## src/rtl/fft_mag_peak_if.sv

```systemverilog
// Bundle between the FFT core output, the magnitude unit and the spectrum display path.
// Source side is valid-only: a beat transfers on every cycle source_valid is high, there is no ready.
interface fft_mag_peak_if #(
   parameter int DATA_W    = 32,
   parameter int MAX_FRAME = 1024
);
   localparam int BIN_W = $clog2(MAX_FRAME);
   localparam int OUT_W = 2 * DATA_W + 1;

   logic signed [DATA_W-1:0] source_real;
   logic signed [DATA_W-1:0] source_imag;
   logic                     source_sop;
   logic                     source_eop;
   logic                     source_valid;

   logic [OUT_W-1:0]         data_modulus;
   logic                     data_sop;
   logic                     data_eop;
   logic                     data_valid;

   logic                     peak_valid;
   logic [OUT_W-1:0]         peak_mag;
   logic [BIN_W-1:0]         peak_bin;
   logic [BIN_W:0]           frame_len;
   logic                     frame_err;
   logic                     dbg_state;

   modport master (
      output source_real, source_imag, source_sop, source_eop, source_valid,
      input  data_modulus, data_sop, data_eop, data_valid,
      input  peak_valid, peak_mag, peak_bin, frame_len, frame_err, dbg_state
   );

   modport slave (
      input  source_real, source_imag, source_sop, source_eop, source_valid,
      output data_modulus, data_sop, data_eop, data_valid,
      output peak_valid, peak_mag, peak_bin, frame_len, frame_err, dbg_state
   );
endinterface

```

## src/rtl/fft_mag_peak.sv

```systemverilog
// FFT bin magnitude (exact squared or alpha-max-beta-min) in a fixed 3-stage pipeline,
// followed by a per-frame peak tracker reporting the largest bin of each frame.
module fft_mag_peak #(
   parameter int DATA_W    = 32,
   parameter int MODE      = 0,
   parameter int MAX_FRAME = 1024
) (
   input logic          clk,
   input logic          syn_rst,
   fft_mag_peak_if.slave bus
);
   localparam int BIN_W = $clog2(MAX_FRAME);
   localparam int OUT_W = 2 * DATA_W + 1;
   localparam logic [BIN_W-1:0] LAST_BIN = BIN_W'(MAX_FRAME - 1);

   typedef enum logic {ST_IDLE, ST_IN_FRAME} state_t;

   // Two's-complement abs; the most negative input maps to 2^(DATA_W-1) as unsigned.
   logic [DATA_W-1:0] w_abs_re, w_abs_im;
   assign w_abs_re = bus.source_real[DATA_W-1] ? (~bus.source_real + DATA_W'(1)) : bus.source_real;
   assign w_abs_im = bus.source_imag[DATA_W-1] ? (~bus.source_imag + DATA_W'(1)) : bus.source_imag;

   logic [DATA_W-1:0] r_abs_re, r_abs_im;
   logic              r_v1, r_s1, r_e1, r_v2, r_s2, r_e2, r_v3, r_s3, r_e3;
   logic [OUT_W-1:0]  w_mag, r_mag;

   always_ff @(posedge clk) begin
      if (syn_rst) begin
         r_abs_re <= '0;
         r_abs_im <= '0;
         r_v1 <= 1'b0; r_s1 <= 1'b0; r_e1 <= 1'b0;
         r_v2 <= 1'b0; r_s2 <= 1'b0; r_e2 <= 1'b0;
         r_v3 <= 1'b0; r_s3 <= 1'b0; r_e3 <= 1'b0;
         r_mag <= '0;
      end else begin
         r_abs_re <= w_abs_re;
         r_abs_im <= w_abs_im;
         r_v1 <= bus.source_valid;
         r_s1 <= bus.source_sop & bus.source_valid;
         r_e1 <= bus.source_eop & bus.source_valid;
         r_v2 <= r_v1; r_s2 <= r_s1; r_e2 <= r_e1;
         r_v3 <= r_v2; r_s3 <= r_s2; r_e3 <= r_e2;
         r_mag <= w_mag;
      end
   end

   generate
      if (MODE == 1) begin : g_exact
         logic [2*DATA_W-1:0] w_re_ext, w_im_ext, r_p_re, r_p_im;
         assign w_re_ext = {{DATA_W{1'b0}}, r_abs_re};
         assign w_im_ext = {{DATA_W{1'b0}}, r_abs_im};
         always_ff @(posedge clk) begin
            if (syn_rst) begin
               r_p_re <= '0;
               r_p_im <= '0;
            end else begin
               r_p_re <= w_re_ext * w_re_ext;
               r_p_im <= w_im_ext * w_im_ext;
            end
         end
         assign w_mag = {1'b0, r_p_re} + {1'b0, r_p_im};
      end else begin : g_approx
         logic [DATA_W-1:0] r_big, r_small;
         logic [DATA_W:0]   w_est, w_sel;
         always_ff @(posedge clk) begin
            if (syn_rst) begin
               r_big   <= '0;
               r_small <= '0;
            end else begin
               r_big   <= (r_abs_re >= r_abs_im) ? r_abs_re : r_abs_im;
               r_small <= (r_abs_re >= r_abs_im) ? r_abs_im : r_abs_re;
            end
         end
         // M - M/8 + m/2 with truncating shifts, never allowed below M itself.
         assign w_est = {1'b0, r_big} - {1'b0, r_big >> 3} + {1'b0, r_small >> 1};
         assign w_sel = (w_est > {1'b0, r_big}) ? w_est : {1'b0, r_big};
         assign w_mag = {{(OUT_W-DATA_W-1){1'b0}}, w_sel};
      end
   endgenerate

   state_t           r_state;
   logic [BIN_W-1:0] r_bin, r_peak_idx, r_peak_bin_o;
   logic [OUT_W-1:0] r_peak, r_peak_mag_o;
   logic [BIN_W:0]   r_frame_len;
   logic             r_peak_valid, r_frame_err;

   logic [BIN_W-1:0] w_next_bin, w_new_idx;
   logic [OUT_W-1:0] w_new_peak;
   logic             w_upd;
   assign w_next_bin = r_bin + BIN_W'(1);
   assign w_upd      = r_mag > r_peak;
   assign w_new_peak = w_upd ? r_mag : r_peak;
   assign w_new_idx  = w_upd ? w_next_bin : r_peak_idx;

   always_ff @(posedge clk) begin
      if (syn_rst) begin
         r_state      <= ST_IDLE;
         r_bin        <= '0;
         r_peak       <= '0;
         r_peak_idx   <= '0;
         r_peak_valid <= 1'b0;
         r_peak_mag_o <= '0;
         r_peak_bin_o <= '0;
         r_frame_len  <= '0;
         r_frame_err  <= 1'b0;
      end else begin
         r_peak_valid <= 1'b0;
         r_frame_err  <= 1'b0;
         if (r_v3) begin
            if (r_s3) begin
               // A sop always starts a fresh frame; mid-frame it also flags the broken one.
               r_frame_err <= (r_state == ST_IN_FRAME);
               r_bin       <= '0;
               r_peak      <= r_mag;
               r_peak_idx  <= '0;
               if (r_e3) begin
                  r_peak_valid <= 1'b1;
                  r_peak_mag_o <= r_mag;
                  r_peak_bin_o <= '0;
                  r_frame_len  <= (BIN_W+1)'(1);
                  r_state      <= ST_IDLE;
               end else begin
                  r_state <= ST_IN_FRAME;
               end
            end else if (r_state == ST_IDLE) begin
               r_frame_err <= 1'b1;
            end else if (r_bin == LAST_BIN) begin
               r_frame_err <= 1'b1;
               r_state     <= ST_IDLE;
            end else begin
               r_bin      <= w_next_bin;
               r_peak     <= w_new_peak;
               r_peak_idx <= w_new_idx;
               if (r_e3) begin
                  r_peak_valid <= 1'b1;
                  r_peak_mag_o <= w_new_peak;
                  r_peak_bin_o <= w_new_idx;
                  r_frame_len  <= {1'b0, w_next_bin} + (BIN_W+1)'(1);
                  r_state      <= ST_IDLE;
               end
            end
         end
      end
   end

   assign bus.data_modulus = r_mag;
   assign bus.data_sop     = r_s3;
   assign bus.data_eop     = r_e3;
   assign bus.data_valid   = r_v3;
   assign bus.peak_valid   = r_peak_valid;
   assign bus.peak_mag     = r_peak_mag_o;
   assign bus.peak_bin     = r_peak_bin_o;
   assign bus.frame_len    = r_frame_len;
   assign bus.frame_err    = r_frame_err;
   assign bus.dbg_state    = r_state;
endmodule

```

## src/flat_wrapper.sv

```systemverilog
// flat-port wrapper written by rule: the top's interface ports become plain ports
module fft_mag_peak_flat 
#(
   parameter int DATA_W    = 32,
   parameter int MODE      = 0,
   parameter int MAX_FRAME = 1024
)
  (clk, syn_rst, bus_source_real, bus_source_imag, bus_source_sop, bus_source_eop, bus_source_valid, bus_data_modulus, bus_data_sop, bus_data_eop, bus_data_valid, bus_peak_valid, bus_peak_mag, bus_peak_bin, bus_frame_len, bus_frame_err, bus_dbg_state);
  fft_mag_peak_if #(.DATA_W(DATA_W), .MAX_FRAME(MAX_FRAME)) bus_i ();
  input logic clk;
  input logic syn_rst;
  input wire logic [$bits(bus_i.source_real)-1:0] bus_source_real;
  input wire logic [$bits(bus_i.source_imag)-1:0] bus_source_imag;
  input wire logic [$bits(bus_i.source_sop)-1:0] bus_source_sop;
  input wire logic [$bits(bus_i.source_eop)-1:0] bus_source_eop;
  input wire logic [$bits(bus_i.source_valid)-1:0] bus_source_valid;
  output wire logic [$bits(bus_i.data_modulus)-1:0] bus_data_modulus;
  output wire logic [$bits(bus_i.data_sop)-1:0] bus_data_sop;
  output wire logic [$bits(bus_i.data_eop)-1:0] bus_data_eop;
  output wire logic [$bits(bus_i.data_valid)-1:0] bus_data_valid;
  output wire logic [$bits(bus_i.peak_valid)-1:0] bus_peak_valid;
  output wire logic [$bits(bus_i.peak_mag)-1:0] bus_peak_mag;
  output wire logic [$bits(bus_i.peak_bin)-1:0] bus_peak_bin;
  output wire logic [$bits(bus_i.frame_len)-1:0] bus_frame_len;
  output wire logic [$bits(bus_i.frame_err)-1:0] bus_frame_err;
  output wire logic [$bits(bus_i.dbg_state)-1:0] bus_dbg_state;
  assign bus_i.source_real = bus_source_real;
  assign bus_i.source_imag = bus_source_imag;
  assign bus_i.source_sop = bus_source_sop;
  assign bus_i.source_eop = bus_source_eop;
  assign bus_i.source_valid = bus_source_valid;
  assign bus_data_modulus = bus_i.data_modulus;
  assign bus_data_sop = bus_i.data_sop;
  assign bus_data_eop = bus_i.data_eop;
  assign bus_data_valid = bus_i.data_valid;
  assign bus_peak_valid = bus_i.peak_valid;
  assign bus_peak_mag = bus_i.peak_mag;
  assign bus_peak_bin = bus_i.peak_bin;
  assign bus_frame_len = bus_i.frame_len;
  assign bus_frame_err = bus_i.frame_err;
  assign bus_dbg_state = bus_i.dbg_state;
  fft_mag_peak #(.DATA_W(DATA_W), .MODE(MODE), .MAX_FRAME(MAX_FRAME)) u_core (.clk(clk), .syn_rst(syn_rst), .bus(bus_i));
endmodule
```

## config.mk

```make
export PLATFORM = sky130hd
export DESIGN_NAME = fft_mag_peak_flat
export DESIGN_NICKNAME = d
export VERILOG_FILES = /design/src/rtl/fft_mag_peak_if.sv /design/src/rtl/fft_mag_peak.sv /design/src/flat_wrapper.sv
export SDC_FILE = /design/constraint.sdc
export NUM_CORES = 1
export LEC_CHECK = 0
export CAP_MARGIN = 10
export CORE_MARGIN = 10
export CORE_UTILIZATION = 55
export CTS_CLUSTER_DIAMETER = 40
export DETAILED_ROUTE_END_ITERATION = 8
export PLACE_DENSITY = 0.77
export SYNTH_ARGS = -nofsm -noshare
export SYNTH_HDL_FRONTEND = slang
export SYNTH_SLANG_ARGS = --single-unit
```

## constraint.sdc

```tcl
create_clock -name clk -period 15.07 [get_ports clk]
set_clock_uncertainty 0.05 [all_clocks]
set_input_delay 1.507 -clock clk [delete_from_list [all_inputs] [get_ports clk]]
set_output_delay 1.507 -clock clk [all_outputs]
set_load 0.02 [all_outputs]
```

==> results of run 1 <==
synthesized netlist by cell type, drive strengths merged, types with 37 or more instances:
cell type / count
dfxtp: 343
nor2: 318
inv: 209
mux2i: 167
ha: 137
nand2: 109
clkbuf: 80
a21oi: 71
o21ai: 64
xor2: 63
a21o: 50
buf: 49
a211oi: 48
and2: 38
xnor2: 37
path summary, 6_finish.rpt:
check / from / endpoint / slack (ps) / depth (start not counted)
min: u_core.r_v1 / u_core.r_v2 / 380 / 1
max: u_core.g_approx.r_big[1] / u_core.bus.data_modulus[10] / 8420 / 22
max reg2reg: u_core.g_approx.r_big[1] / u_core.bus.data_modulus[10] / 8420 / 22
min reg2reg: u_core.r_v1 / u_core.r_v2 / 380 / 1
registers in the layout, summed over array words and instances (netlist names), 11 cells and up:
signal,flops
u_core.bus.peak_mag,65
u_core.r_peak,65
u_core.g_approx.r_big,32
u_core.bus.data_modulus,33
u_core.r_abs_im,32
u_core.bus.frame_len,11
u_core.r_abs_re,32
u_core.g_approx.r_small,31
stage by stage:
step	worst slack [ps]	hold WS [ps]	cell area [um^2]	instances	power, mW
after floorplan	9790	364	18500	2121	2.09
after global placement	8770	367	20500	2637	2.43
after detailed placement	8510	373	20500	2637	2.47
after CTS	8480	386	22000	2715	3.55
after global routing	8110	396	22000	2715	3.75
final	8420	382	22000	2715	3.54
power by group through the flow:
stage | clock [mW] | combinational [mW] | sequential, mW
after global placement | 0 | 1.36 | 1.07
after global routing | 1.12 | 1.56 | 1.06
after detailed placement | 0 | 1.40 | 1.07
after CTS | 1.08 | 1.41 | 1.06
after floorplan | 0 | 1.00 | 1.09
final | 1.07 | 1.41 | 1.06
placed cells by master, fill, tap and decap left out, types with 32 or more instances in the layout:
cell type,instances
dfxtp_1,343
mux2i_1,166
a211oi_1,48
o21ai_0,62
and2_1,38
xnor2_1,37
nand2_1,108
ha_1,137
a21oi_1,70
conb_1,32
a21o_1,49
xor2_1,63
a2bb2oi_1,33
clkbuf_16,44
inv_1,209
nor2_1,317
clkdlybuf4s50_1,192
per-layer routing:
| layer | wire length, um | share of wire | GRT usage |
|---|---|---|---|
| met1 | 20700 | 0.47 | 0.279 |
| met2 | 20100 | 0.45 | 0.340 |
| met3 | 2490 | 0.056 | 0.0376 |
| met4 | 1070 | 0.024 | 0.0618 |
| met5 | 0 | 0 | 0 |
worst max-delay path, cell delays in order, from the launching register on:
cell and delay, ps:
dfxtp_1 340, inv_1 80, fa_1 500, inv_1 70
fa_1 470, a21o_1 200, a221o_1 370, a32o_1 310
a2bb2oi_1 420, o21ai_0 360, a21oi_1 270, xnor2_1 170
ha_1 290, a21o_1 160, a21o_1 170, a21oi_1 140
o21ai_0 120, a211oi_1 330, o21ai_0 220, mux2i_4 700
buf_4 420, mux2i_1 260, nor2_1 50
layout make-up:
cell class	instances	area [um^2]	share of cell area
clock buffers	55	1200	0.0546
clock inverters	23	338	0.0153
repair buffers	203	2010	0.0913
inverters	209	785	0.0356
multi-input cells	1440	10300	0.466
well taps	442	553	0.0251
flip-flops and latches	343	6870	0.312
logic make-up (layout without fill, tap and decap cells):
family          count (synthesis)  after routing  synth area share
flops                         343            343             0.373
compound gates                351            351             0.131
xor+xnor                      100            100            0.0476
fa+ha+maj                     166            166             0.125
simple gates                  621            621             0.152
mux                           170            170            0.0927
buf+inv                       338            490            0.0779
other cells                     1             32          0.000204
==> results.toml, run 1 <==
[clock_network]
cts_buffers = 44
cts_buffer_depth = 3
htreeDepth = 2
cts_setup_buffers = 0
clock-sinks = 343
root_buffer = "clkbuf_16"
post_cts_resized = 0
insertion_delay_ps = 550
cts_tree = "built"
path_clk_slew_ps = 60
postCtsHoldBufs = 0

[power_and_ir_drop]
p_seq_frac = 0.299
combPwrFrac = 0.399
netSwitchingFraction = 0.359
p_clk_frac = 0.302
ir_drop_uv = 109
p_sw_mw = 1.27
p_leak_nw = 9.46
p_int_mw = 2.27
p_per_area_mw_per_mm2 = 161

[sta]
fin_tns_setup_ps = 0
setup_viol = 0
max_freq_ghz = 0.150
hold_violations = 0
drv_slew = 0
worst_pin_slew_ps = 1130
relSlewSlack = 0.241
rsz0062_at_grt = "false"
period_share = 0.441
fin_crit_ps = 6650

[logic_synthesis]
synth.top_cell.area_share = 0.373
yosysSeqAreaShare = 0.373
ys_warn_count = 0
async_reset_ff_frac = 0
synth_area_mm2 = 0.0184
ys_ff_latch = 343
ys_types = 66
synth_cells = 2090
synth_enable_flop_cells = 0
ys.flop_type = "dfxtp_1"
netlist_top_cells_area = "dfxtp_1, ha_1, mux2i_1, nor2_1, inv_1"
yosysTopAreaCell = "dfxtp_1"
syn_area_per_cell_um2 = 8.81

[route]
wirelength_um = 44400
vias_per_cell = 5.40
dr.pass1.iters = 7
drc = 0
vias = 14700
final_antenna_net_count = 0
drt_iter0_markers = 868
routedWlPerCell_um = 16.4

[placed_design]
numPortBuffers = 193
place_congestion = 0.938
dpl.hpwl_um = 34100

[flow_run]
maxCapViolations = 0

[floorplan]
num_io_pins = 226
rows = 66
core-area_mm2 = 0.0328
initial_core_util = 0.561
die_width_um = 203
die-area_mm2 = 0.0412
die_y_um = 203

[finish]
fin_util = 0.672
area_growth_pct = 19.6
diodes = 0
final_layout_size_suffix_gt1_frac = 0.0462
fill_cells = 2640
nNetsFinal = 2476

[grt]
gr-total-overflow = 0
track_usage = 0.210
grt_pass1_wl_um = 73300
grt_max_degree = 130
antenna_found_initial = 0
grt_pass1_vias = 14500

[setup_path]
cp.required_ps = 15410
critPathLaunchType = "flop"
endpoint_kind = "flop"
critical_path_class = "reg -> reg"
crit_arrival_ps = 6990
path_max_fanout = 20

[worst_hold_path]
hold_class = "reg -> reg"

[outcome]
outcome = "complete, no violations"
Note: power is estimated with default switching activity, not from simulation.
==> run 2, diff against run 1 <==
--- a/config.mk
+++ b/config.mk
@@ -7,10 +7,10 @@
 export LEC_CHECK = 0
 export CAP_MARGIN = 10
 export CORE_MARGIN = 10
-export CORE_UTILIZATION = 55
+export CORE_UTILIZATION = 51
 export CTS_CLUSTER_DIAMETER = 40
 export DETAILED_ROUTE_END_ITERATION = 8
-export PLACE_DENSITY = 0.77
+export PLACE_DENSITY = 0.75
 export SYNTH_ARGS = -nofsm -noshare
 export SYNTH_HDL_FRONTEND = slang
 export SYNTH_SLANG_ARGS = --single-unit
==> constraint.sdc (replaced) <==
create_clock -name clk -period 6 [get_ports clk]
set_clock_uncertainty 0.05 [all_clocks]
set_input_delay 0.6 -clock clk [delete_from_list [all_inputs] [get_ports clk]]
set_output_delay 0.6 -clock clk [all_outputs]
set_load 0.02 [all_outputs]
==> run 2 against run 1 <==
Count of clock-buffer cells in the layout up 2. Non-clock buffer count up 8. Fmax up 16%. Critical path type unchanged. Largest power group unchanged.
==> results.toml, run 2 (synthesis gave the netlist of run 1 again) <==
[outcome]
outcome = "complete, no violations"

[floorplan]
die_y_um = 210
initial_core_util = 0.517
die_width_um = 210
num_io_pins = 226
core-area_mm2 = 0.0356
rows = 69
die-area_mm2 = 0.0441

[worst_hold_path]
hold_class = "reg -> reg"

[grt]
antenna_found_initial = 0
grt_pass1_wl_um = 73800
grt_pass1_vias = 14500
gr-total-overflow = 0
track_usage = 0.198
grt_max_degree = 154

[setup_path]
slowest_stage = "fa_1"
path_max_fanout = 5
crit_arrival_ps = 6100
cp-startpoint = "u_core.g_approx.r_small[2]"
critPathLaunchType = "flop"
r2r_setup_slack_ps = 270
rr_worst_depth = 24
cp.required_ps = 6370
crit_family = "compound AO/OA/AOI/OAI gates"
endpoint_kind = "flop"
crit_buf_inv = 5
r2r-start = "u_core.g_approx.r_small[2]"
crit_chain = "inv_1 > fa_1 > inv_1 > fa_1 > a21o_1 > a221o_1 > a32o_1 > o31a_1 > a21o_1 > a21oi_1 > xnor2_1 > ha_1 > nand2_1 > o21ai_0 > a221oi_1 > o21ai_1 > a211oi_2 > o21ai_0 > mux2i_4 > buf_12 > buf_4 > buf_4 > mux2i_1 > nor2_1"
rr_endpoint = "u_core.bus.data_modulus[30]"
cp-endpoint = "u_core.bus.data_modulus[30]"
critical_path_class = "reg -> reg"
slowest_delay_ps = 530
crit_cells = 24

[sta]
fin_crit_ps = 5730
fin_tns_setup_ps = 0
period_share = 0.955
max_freq_ghz = 0.175
setup_viol = 0
relSlewSlack = 0.253
hold_violations = 0
drv_slew = 0
worst_pin_slew_ps = 1110

[finish]
finalNonFillerCells = 2751
final_layout_size_suffix_gt1_frac = 0.0568
final_common_cell = "dfxtp_1"
diodes = 0
area_growth_pct = 21.4
layout_common_cells = "dfxtp_1, nor2_1, inv_1, clkdlybuf4s50_1, mux2i_1"
nNetsFinal = 2487

[power_and_ir_drop]
p_leak_nw = 9.61
p_sw_mw = 3.31
combPwrFrac = 0.399
ir_drop_uv = 257
p_per_area_mw_per_mm2 = 414
p_clk_frac = 0.313
p_seq_frac = 0.287
p_int_mw = 5.93
netSwitchingFraction = 0.358

[route]
final_antenna_net_count = 0
drt_iter0_markers = 899
dr.pass1.iters = 5
routedWlPerCell_um = 16.5
vias = 14700
vias_per_cell = 5.33
drc = 0
wirelength_um = 45500

[placed_design]
place_congestion = 0.933
numPortBuffers = 193
dpl.cell_count = 2660
dpl.hpwl_um = 34300

[clock_network]
root_buffer = "clkbuf_16"
path_clk_slew_ps = 50
insertion_delay_ps = 560
cts_buffers = 47
cts_tree = "built"
cts_buffer_depth = 3
htreeDepth = 2
clock-sinks = 343

[flow_run]
maxCapViolations = 0
==> run 2: worst min path at each step <==
stage,start,end,depth (start not counted)
after floorplan,u_core.r_e2,u_core.bus.data_eop,1
after global placement,u_core.r_s2,u_core.bus.data_sop,1
after detailed placement,u_core.r_v1,u_core.r_v2,1
after CTS,u_core.r_v1,u_core.r_v2,1
after global routing,u_core.r_e1,u_core.r_e2,1
final,u_core.r_v1,u_core.r_v2,1
==> run 2: metal layers <==
metal	up-vias	wire, um	GRT usage
met3	70	2490	0.0359
met1	6875	21200	0.264
met5	-	0	0
li1	7347	-	-
met2	376	20800	0.318
met4	0	1010	0.0610
==> run 2: through the flow <==
step	power (mW)	instance area, um^2	utilization	setup slack, ps	hold WS [ps]
after floorplan	5.24	18500	-	721	364
after global placement	6.16	20600	0.578	279	367
after detailed placement	6.24	20600	0.578	65.7	372
after CTS	9.16	22200	0.625	38.7	379
after global routing	9.78	22400	0.628	-21.7	400
final	9.24	22400	0.628	271	382
==> run 2: final cells by class <==
| class | instances | area (um^2) |
|---|---|---|
| fill | 2995 | 13200 |
| multi-input combinational | 1440 | 10300 |
| sequential | 343 | 6870 |
| timing repair buffer | 211 | 2140 |
| clock buffer | 57 | 1310 |
| inverter | 209 | 785 |
| tap | 461 | 577 |
| clock inverter | 30 | 383 |
==> run 2: what timing repair did <==
item,CTS,global route
resized for setup,0,9
endpoints found under the hold margin,0,0
setup endpoints to repair,0,30
hold buffers,0,0
setup buffers,0,2
==> run 2: power by group through the flow <==
stage | Sequential [mW] | Combinational (mW) | Clock, mW
2_1_floorplan | 2.73 | 2.52 | 0
3_3_place_gp | 2.70 | 3.46 | 0
3_5_place_dp | 2.70 | 3.54 | 0
4_1_cts | 2.65 | 3.56 | 2.95
5_1_grt | 2.68 | 4.06 | 3.04
6_report | 2.66 | 3.69 | 2.89
==> run 3, diff against run 2 <==
--- a/config.mk
+++ b/config.mk
@@ -6,11 +6,13 @@
 export NUM_CORES = 1
 export LEC_CHECK = 0
 export CAP_MARGIN = 10
+export CELL_PAD_IN_SITES_DETAIL_PLACEMENT = 0
+export CELL_PAD_IN_SITES_GLOBAL_PLACEMENT = 2
 export CORE_MARGIN = 10
-export CORE_UTILIZATION = 51
+export CORE_UTILIZATION = 31
 export CTS_CLUSTER_DIAMETER = 40
 export DETAILED_ROUTE_END_ITERATION = 8
-export PLACE_DENSITY = 0.75
+export PLACE_DENSITY = 0.74
 export SYNTH_ARGS = -nofsm -noshare
 export SYNTH_HDL_FRONTEND = slang
 export SYNTH_SLANG_ARGS = --single-unit
==> run 3 against run 2 <==
Utilization is 23 points lower. Count of clock-buffer cells in the layout increased by 9. Worst hold slack got worse by 22 ps. Die area increased by 58%. Critical path type unchanged. Largest cell class unchanged.
==> results.toml, run 3 (synthesis gave the netlist of run 1 again) <==
[setup_path]
rr_endpoint = "u_core.bus.data_modulus[10]"
rr_worst_depth = 22
path_max_fanout = 14
r2r-start = "u_core.g_approx.r_big[1]"
endpoint_kind = "flop"
crit_chain = "inv_1 > fa_1 > inv_1 > fa_1 > a21o_1 > a221o_1 > a32o_1 > o31a_1 > a21o_1 > a21oi_1 > xnor2_1 > ha_1 > nand2_2 > o21ai_1 > a221oi_2 > o21ai_1 > a211oi_2 > o21ai_0 > mux2i_4 > buf_12 > mux2i_1 > nor2_1"
critPathLaunchType = "flop"
slowest_delay_ps = 500
slowest_stage = "fa_1"
critical_path_class = "reg -> reg"
r2r_setup_slack_ps = 300
cp.required_ps = 6410
crit_arrival_ps = 6110

[placed_design]
dpl.hpwl_um = 38800
numPortBuffers = 193
dpl-instance-area_mm2 = 0.0210
dp_slack_ps = -73.7
place_congestion = 0.825

[route]
vias = 14300
dr.pass1.iters = 5
drt_iter0_markers = 574
final_antenna_net_count = 0
wirelength_um = 50400
drc = 0
vias_per_cell = 4.63
routedWlPerCell_um = 16.3

[finish]
design_area_mm2 = 0.0233
multi_input_area_mm2 = 0.0103
area_growth_pct = 26.4
layout_common_cells = "dfxtp_1, nor2_1, inv_1, clkdlybuf4s50_1, mux2i_1"
fill_cells = 5888
diodes = 0
final_layout_size_suffix_gt1_frac = 0.0682
final_common_cell = "dfxtp_1"
seqCellArea_mm2 = 0.00687
nNetsFinal = 2501

[worst_hold_path]
worstHoldEndpoint = "u_core.bus.data_sop"
hold-path-cell-count = 1
hp-start = "u_core.r_s2"
hold_class = "reg -> reg"

[power_and_ir_drop]
p_int_mw = 6.45
p_seq_frac = 0.267
report.power.total_mw = 10.0
p_leak_nw = 9.85
p_per_area_mw_per_mm2 = 431
ir_drop_uv = 254
netSwitchingFraction = 0.357
combPwrFrac = 0.368
p_sw_mw = 3.58
p_clk_frac = 0.365

[clock_network]
root_buffer = "clkbuf_16"
path_clk_slew_ps = 60
clock-sinks = 343
cts_setup_buffers = 0
htreeDepth = 2
cts_buffer_depth = 3
cts_tree = "built"
cts_buffers = 60
insertion_delay_ps = 640
postCtsHoldBufs = 0

[sta]
period_share = 0.951
setup_viol = 0
max_freq_ghz = 0.175
hold_violations = 0
drv_slew = 0
fin_crit_ps = 5700
fin_ws_ps = 295
relSlewSlack = 0.246
worst_pin_slew_ps = 1130

[outcome]
outcome = "complete, no violations"

[grt]
grt_pass1_wl_um = 80600
grt_max_degree = 136
track_usage = 0.141
gr-total-overflow = 0
grt_pass1_vias = 14500
antenna_found_initial = 0

[floorplan]
die_width_um = 264
num_io_pins = 226
initial_core_util = 0.312
core-area_mm2 = 0.0589
die-area_mm2 = 0.0695
die_y_um = 264
rows = 89

[flow_run]
maxCapViolations = 0
## run 3: cell types whose count changed in the layout (fill, tap and decap cells not counted), moves of 4 or more
cell,before,now
buf_4,13,17
bufinv_16,5,10
clkbuf_16,50,61
clkinv_4,4,11
clkbuf_8,8,3
## run 3: layer usage
layer  up-vias  global-route usage  part of all wire
li1       7377                   -                 -
met1      6577               0.194              0.50
met2       272               0.215              0.43
met3        76              0.0279             0.044
met4         0              0.0486             0.024
met5         -                   0                 0
## run 3: power by group through the flow
stage | Sequential, mW | Combinational [mW] | Clock, mW
after global placement | 2.74 | 3.56 | 0
after floorplan | 2.73 | 2.52 | 0
after CTS | 2.69 | 3.62 | 3.75
final | 2.68 | 3.69 | 3.66
after detailed placement | 2.74 | 3.60 | 0
after global routing | 2.71 | 4.11 | 3.86
## run 3: worst max-delay path, delay by kind of cell, from the launching register on
kind            cells  cell delay [ps]
xor+xnor            1              180
flops               1              320
buf+inv             3              370
simple gates        2              210
compound gates     11             2600
fa+ha+maj           3             1280
mux                 2              490
## run 3: worst max-delay path by stage
stage	slack [ps]	depth (start not counted)	startpoint	end
floorplan	720	23	u_core.g_approx.r_big[1]	u_core.bus.data_modulus[10]
global placement	200	22	u_core.g_approx.r_big[8]	u_core.bus.data_modulus[14]
detailed placement	-70	22	u_core.g_approx.r_big[13]	u_core.bus.data_modulus[12]
CTS	10	22	u_core.g_approx.r_big[13]	u_core.bus.data_modulus[12]
global route	-50	22	u_core.g_approx.r_big[1]	u_core.bus.data_modulus[12]
finish	300	22	u_core.g_approx.r_big[1]	u_core.bus.data_modulus[10]
## run 3: area by class of cell
| class | count | area share |
|---|---|---|
| timing repair buffer | 212 | 0.0907 |
| multi-input combinational | 1440 | 0.443 |
| inverter | 209 | 0.0337 |
| clock buffer | 66 | 0.0668 |
| sequential | 343 | 0.295 |
| tap | 773 | 0.0416 |
| clock inverter | 47 | 0.0288 |
## run 3: through the flow
stage	std cells	setup TNS (ps)	util	hold slack, ps
after floorplan	2121	0	-	364
after global placement	2976	0	0.356	372
after detailed placement	2976	-687	0.356	375
after CTS	3089	0	0.394	359
after global routing	3090	-433	0.395	389
final	3090	0	0.395	360
## run 3: what timing repair did
| item | 4_1_cts | 5_1_grt |
|---|---|---|
| pin swaps | 0 | 0 |
| gates resized for setup | 1 | 16 |
| hold endpoints to repair | 0 | 0 |
| setup endpoints to repair | 25 | 31 |
| gates cloned | 0 | 1 |
